### src/rtl/cdc_req_tx.sv
// cdc_req_tx
//   Four-phase request/acknowledge sender. A word accepted on the local side
//   is held on async_data while async_req is raised toward the far domain.
//   The far-side acknowledge comes back through a flop synchronizer. The
//   handshake completes when ack rises and then falls again. If ack never
//   arrives, the request is dropped after TIMEOUT_CYCLES and a sticky error
//   flag is set.
//
// Parameters
//   DATA_WIDTH      width of the transferred word
//   SYNC_STAGES     flops in the async_ack synchronizer (2 or more)
//   TIMEOUT_CYCLES  cycles allowed in REQ_HI before the request is aborted (4 or more)
//
// Ports
//   clk          single clock, rising edge
//   rst          synchronous, active-high reset
//   tx_data      word to send
//   tx_valid     local request to send tx_data
//   tx_ready     block accepts a word this cycle
//   async_ack    acknowledge from the far domain, asynchronous to clk
//   async_req    registered four-phase request level
//   async_data   registered data bus, held for the whole handshake
//   done         one-cycle pulse when a handshake completes normally
//   timeout_err  sticky: a handshake was aborted on timeout
//
// state  | meaning
// IDLE   | waiting for tx_valid; a stale ack blocks tx_ready
// REQ_HI | async_req high, waiting for ack_s to rise or for the timeout
// REQ_LO | async_req low, waiting for ack_s to fall
module cdc_req_tx #(
  parameter int DATA_WIDTH     = 8,
  parameter int SYNC_STAGES    = 2,
  parameter int TIMEOUT_CYCLES = 64
) (
  input  logic                  clk,
  input  logic                  rst,
  input  logic [DATA_WIDTH-1:0] tx_data,
  input  logic                  tx_valid,
  output logic                  tx_ready,
  input  logic                  async_ack,
  output logic                  async_req,
  output logic [DATA_WIDTH-1:0] async_data,
  output logic                  done,
  output logic                  timeout_err
);

  localparam logic [1:0] IDLE   = 2'd0;
  localparam logic [1:0] REQ_HI = 2'd1;
  localparam logic [1:0] REQ_LO = 2'd2;

  localparam int              CNT_W     = $clog2(TIMEOUT_CYCLES);
  localparam logic [CNT_W-1:0] CNT_LIMIT = CNT_W'(TIMEOUT_CYCLES - 1);

  logic [SYNC_STAGES-1:0] ack_sync;
  logic                   ack_s;
  logic [1:0]             state;
  logic [CNT_W-1:0]       cnt;
  logic                   aborted;
  logic                   accept;

  always_ff @(posedge clk) begin
    if (rst) begin
      ack_sync <= '0;
    end else begin
      ack_sync <= {ack_sync[SYNC_STAGES-2:0], async_ack};
    end
  end

  assign ack_s    = ack_sync[SYNC_STAGES-1];
  assign tx_ready = (state == IDLE) && !ack_s;
  assign accept   = tx_valid && tx_ready;

  always_ff @(posedge clk) begin
    if (rst) begin
      state       <= IDLE;
      async_req   <= 1'b0;
      async_data  <= '0;
      done        <= 1'b0;
      timeout_err <= 1'b0;
      cnt         <= '0;
      aborted     <= 1'b0;
    end else begin
      done <= 1'b0;
      case (state)
        IDLE: begin
          if (accept) begin
            async_data <= tx_data;
            async_req  <= 1'b1;
            cnt        <= '0;
            aborted    <= 1'b0;
            state      <= REQ_HI;
          end
        end
        REQ_HI: begin
          // A late ack on the limit cycle still counts as a normal completion.
          if (ack_s) begin
            async_req <= 1'b0;
            state     <= REQ_LO;
          end else if (cnt == CNT_LIMIT) begin
            async_req   <= 1'b0;
            timeout_err <= 1'b1;
            aborted     <= 1'b1;
            state       <= REQ_LO;
          end else begin
            cnt <= cnt + CNT_W'(1);
          end
        end
        REQ_LO: begin
          // The far side may still be acknowledging an aborted request, so
          // wait for ack_s low either way. Only a clean handshake reports done.
          if (!ack_s) begin
            done  <= !aborted;
            state <= IDLE;
          end
        end
        default: begin
          async_req <= 1'b0;
          state     <= IDLE;
        end
      endcase
    end
  end

endmodule

### config.mk
export PLATFORM = sky130hd
export DESIGN_NAME = cdc_req_tx
export DESIGN_NICKNAME = d
export VERILOG_FILES = /design/src/rtl/cdc_req_tx.sv
export SDC_FILE = /design/constraint.sdc
export NUM_CORES = 1
export LEC_CHECK = 0
export ABC_AREA = 1
export BUFFER_PORTS_ARGS = -buffer_cell sky130_fd_sc_hd__buf_2
export CORE_MARGIN = 3
export CORE_UTILIZATION = 47
export CTS_CLUSTER_SIZE = 14
export DETAILED_ROUTE_END_ITERATION = 8
export MAX_ROUTING_LAYER = met4
export PLACE_DENSITY = 0.69
export SYNTH_ARGS = -nofsm -noshare
export SYNTH_HDL_FRONTEND = slang
export SYNTH_SLANG_ARGS = --single-unit
### constraint.sdc
create_clock -name clk -period 1.7 [get_ports clk]
set_input_delay 0.17 -clock clk [delete_from_list [all_inputs] [get_ports clk]]
set_output_delay 0.17 -clock clk [all_outputs]
set_load 0.02 [all_outputs]
==> flow_summary.ini <==
[clock_tree]
cts_resized = 0
clkTransAtPathRegs_ps = 120
root_buffer = clkbuf_4
cts.hold.buffers_added = 0
h-tree-depth = 1
clock_sinks = 22
cts_setup_buffers = 0
worstSkewPairLatency_ps = 310
cts_tree = yes
clock_path_buffers = 2
cts_made_buffers = 3

[synth]
ys_warn_count = 0
yosysSeqAreaShare_pct = 45.2
synth_top_area_share_pct = 45.2
synth_area_leader_cell = dfxtp_1
avgSynthCellArea_um2 = 7.50
syn_inst = 130
synth_nets = 143
syn_area_um2 = 975
netlist_top_cells_area = dfxtp_1 (45%), nand2_1 (13%), a21oi_1 (7.7%)
synth_seq_cells = 22
synth_cell_types = 23

[power_and_ir_drop]
p_leak_nw = 0.538
p_sw_share_pct = 28.2
peakVddDrop_mv = 0.571
p_int_mw = 0.877
power_frac_clock_pct = 32.6
switching_power_mw = 0.344
combPwrFrac_pct = 20.0
powerDensity_nw_per_um2 = 1060
seqPwrFrac_pct = 47.4
power_mw = 1.22

[flow_run]
drv_cap = 0

[place]
port_buffers = 23
hpwl_um = 1410
postPlaceCellArea_um2 = 1100
place.gp.congestion = 0.799
placed_cells = 175
pre_cts_slack_ps = 406

[final_layout]
fin_util_pct = 62.7
final-instance-count-excl-fill = 179
fin_nets = 168
area_growth_pct = 18.4
fin_area_um2 = 1150
num_antenna_cells = 0
drive_above_1_share_pct = 26.6

[die]
fp.dieArea_um2 = 2660
start_util_pct = 53.0
ios = 24
row_count = 15
die_h_um = 51.5
core_um2 = 1840
die_w_um = 51.5

[detailed_routing]
drt_iter0_drc = 11
routedWlPerCell_um = 10.4
viasPerCell = 4.92
wl_um = 1870
drtPass1Iterations = 4
num_vias = 881
drc_errors = 0
ant_nets = 0

[sta]
clock_skew_ps = 3.87
max_slew.worst_pin.slew_ps = 324
worst_hold_slack_ps = 53.0
hold_violations = 0
rsz0062_at_grt = false
slew_headroom_pct = 78.4
fin_tns_setup_ps = 0
drv_slew = 0
period_needed_ps = 1340
setup_ws_ps = 359
layout_worst_path_cycle_share_pct = 78.9
setup_violations = 0
clock.fmax_mhz = 746

[setup_path]
crit_chain = inv_1, nand2_2, nor2_4, buf_2
cp.arrival_ps = 1170
critPathLaunchType = flip-flop
path_class = reg -> out
worstSetupEndpointType = output port
slowest_delay_ps = 360
crit_fanout = 4
cp_slowest_cell = dfxtp_1
cp_data_required_time_ps = 1530

[hold_path]
worstHoldPathType = in -> reg

[global_route]
antenna_found_initial = 0
grt_pass1_vias = 755
grt_pass1_wl_um = 3190
grt_max_degree = 20
grt_remaining_overflow = 0
track_usage_pct = 16.0

[outcome]
status = finished, final reports clean
metal layers:
| metal | up-vias | track usage (%) | wire (um) |
|---|---|---|---|
| li1 | 456 | - | - |
| met1 | 402 | 20.9 | 887 |
| met2 | 18 | 24.6 | 879 |
| met3 | 5 | 3.44 | 76 |
| met4 | 0 | 5.24 | 24 |
| met5 | - | - | 0 |
area by class of cell:
cell class	instances	area, um^2
timing repair buffer	23	115
tap	25	31.3
clock inverter	1	30.0
sequential	22	440
fill	168	686
inverter	16	61.3
clock buffer	3	22.5
multi-input combinational	89	453
logic make-up (layout without fill, tap and decap cells):
logic type               count (synthesis)  after routing  synth area share (%)
AND/OR/NAND/NOR                         70             70                  35.3
buffers and inverters                   19             43                  8.34
adder cells (fa/ha/maj)                  1              1                  1.28
flip-flops                              22             22                  45.2
AO/OA/AOI/OAI                           18             18                  9.88
layout by cell type, fill, tap and decap left out, drive strengths merged:
cell type / Yosys / layout
clkinv: 1 / 1
clkbuf: 1 / 3
a21oi: 16 / 16
buf: 2 / 23
bufinv: 0 / 1
a22oi: 1 / 1
ha: 1 / 1
dfxtp: 22 / 22
nand4: 1 / 1
nor3: 2 / 2
nand3: 8 / 8
nor2: 16 / 16
inv: 15 / 15
o21ai: 1 / 1
nand3b: 2 / 2
nand2: 41 / 41
synthesized netlist by cell type (all sizes together):
cell type	instances
a21oi	16
a22oi	1
buf	2
clkbuf	1
clkinv	1
dfxtp	22
ha	1
inv	15
nand2	41
nand3	8
nand3b	2
nand4	1
nor2	16
nor3	2
o21ai	1
worst paths after layout:
path	slack, ps	cells past startpoint	endpoint	start
max	360	4	tx_ready	state[0]
min	50	3	ack_sync[0]	async_ack
max reg2reg	360	9	cnt[0]	cnt[0]
min reg2reg	420	2	ack_sync[1]	ack_sync[0]
power groups by stage:
stage | Clock (mW) | Sequential (mW) | Combinational [mW]
after floorplan | 0 | 0.611 | 0.163
after global placement | 0 | 0.588 | 0.242
after detailed placement | 0 | 0.590 | 0.243
after CTS | 0.408 | 0.579 | 0.245
after global routing | 0.426 | 0.584 | 0.271
final | 0.398 | 0.579 | 0.244
flip-flops by register name, summed over array words and instances, names as in the netlist:
name,flops
timeout_err,1
async_data,8
ack_sync,2
state,2
aborted,1
cnt,6
done,1
async_req,1
critical path: cells and delay by family (launching register included):
kind          cells  cell delay [ps]
buf+inv           2              290
simple gates      2              210
flops             1              360
No activity file was read; power rests on OpenSTA's default activity.
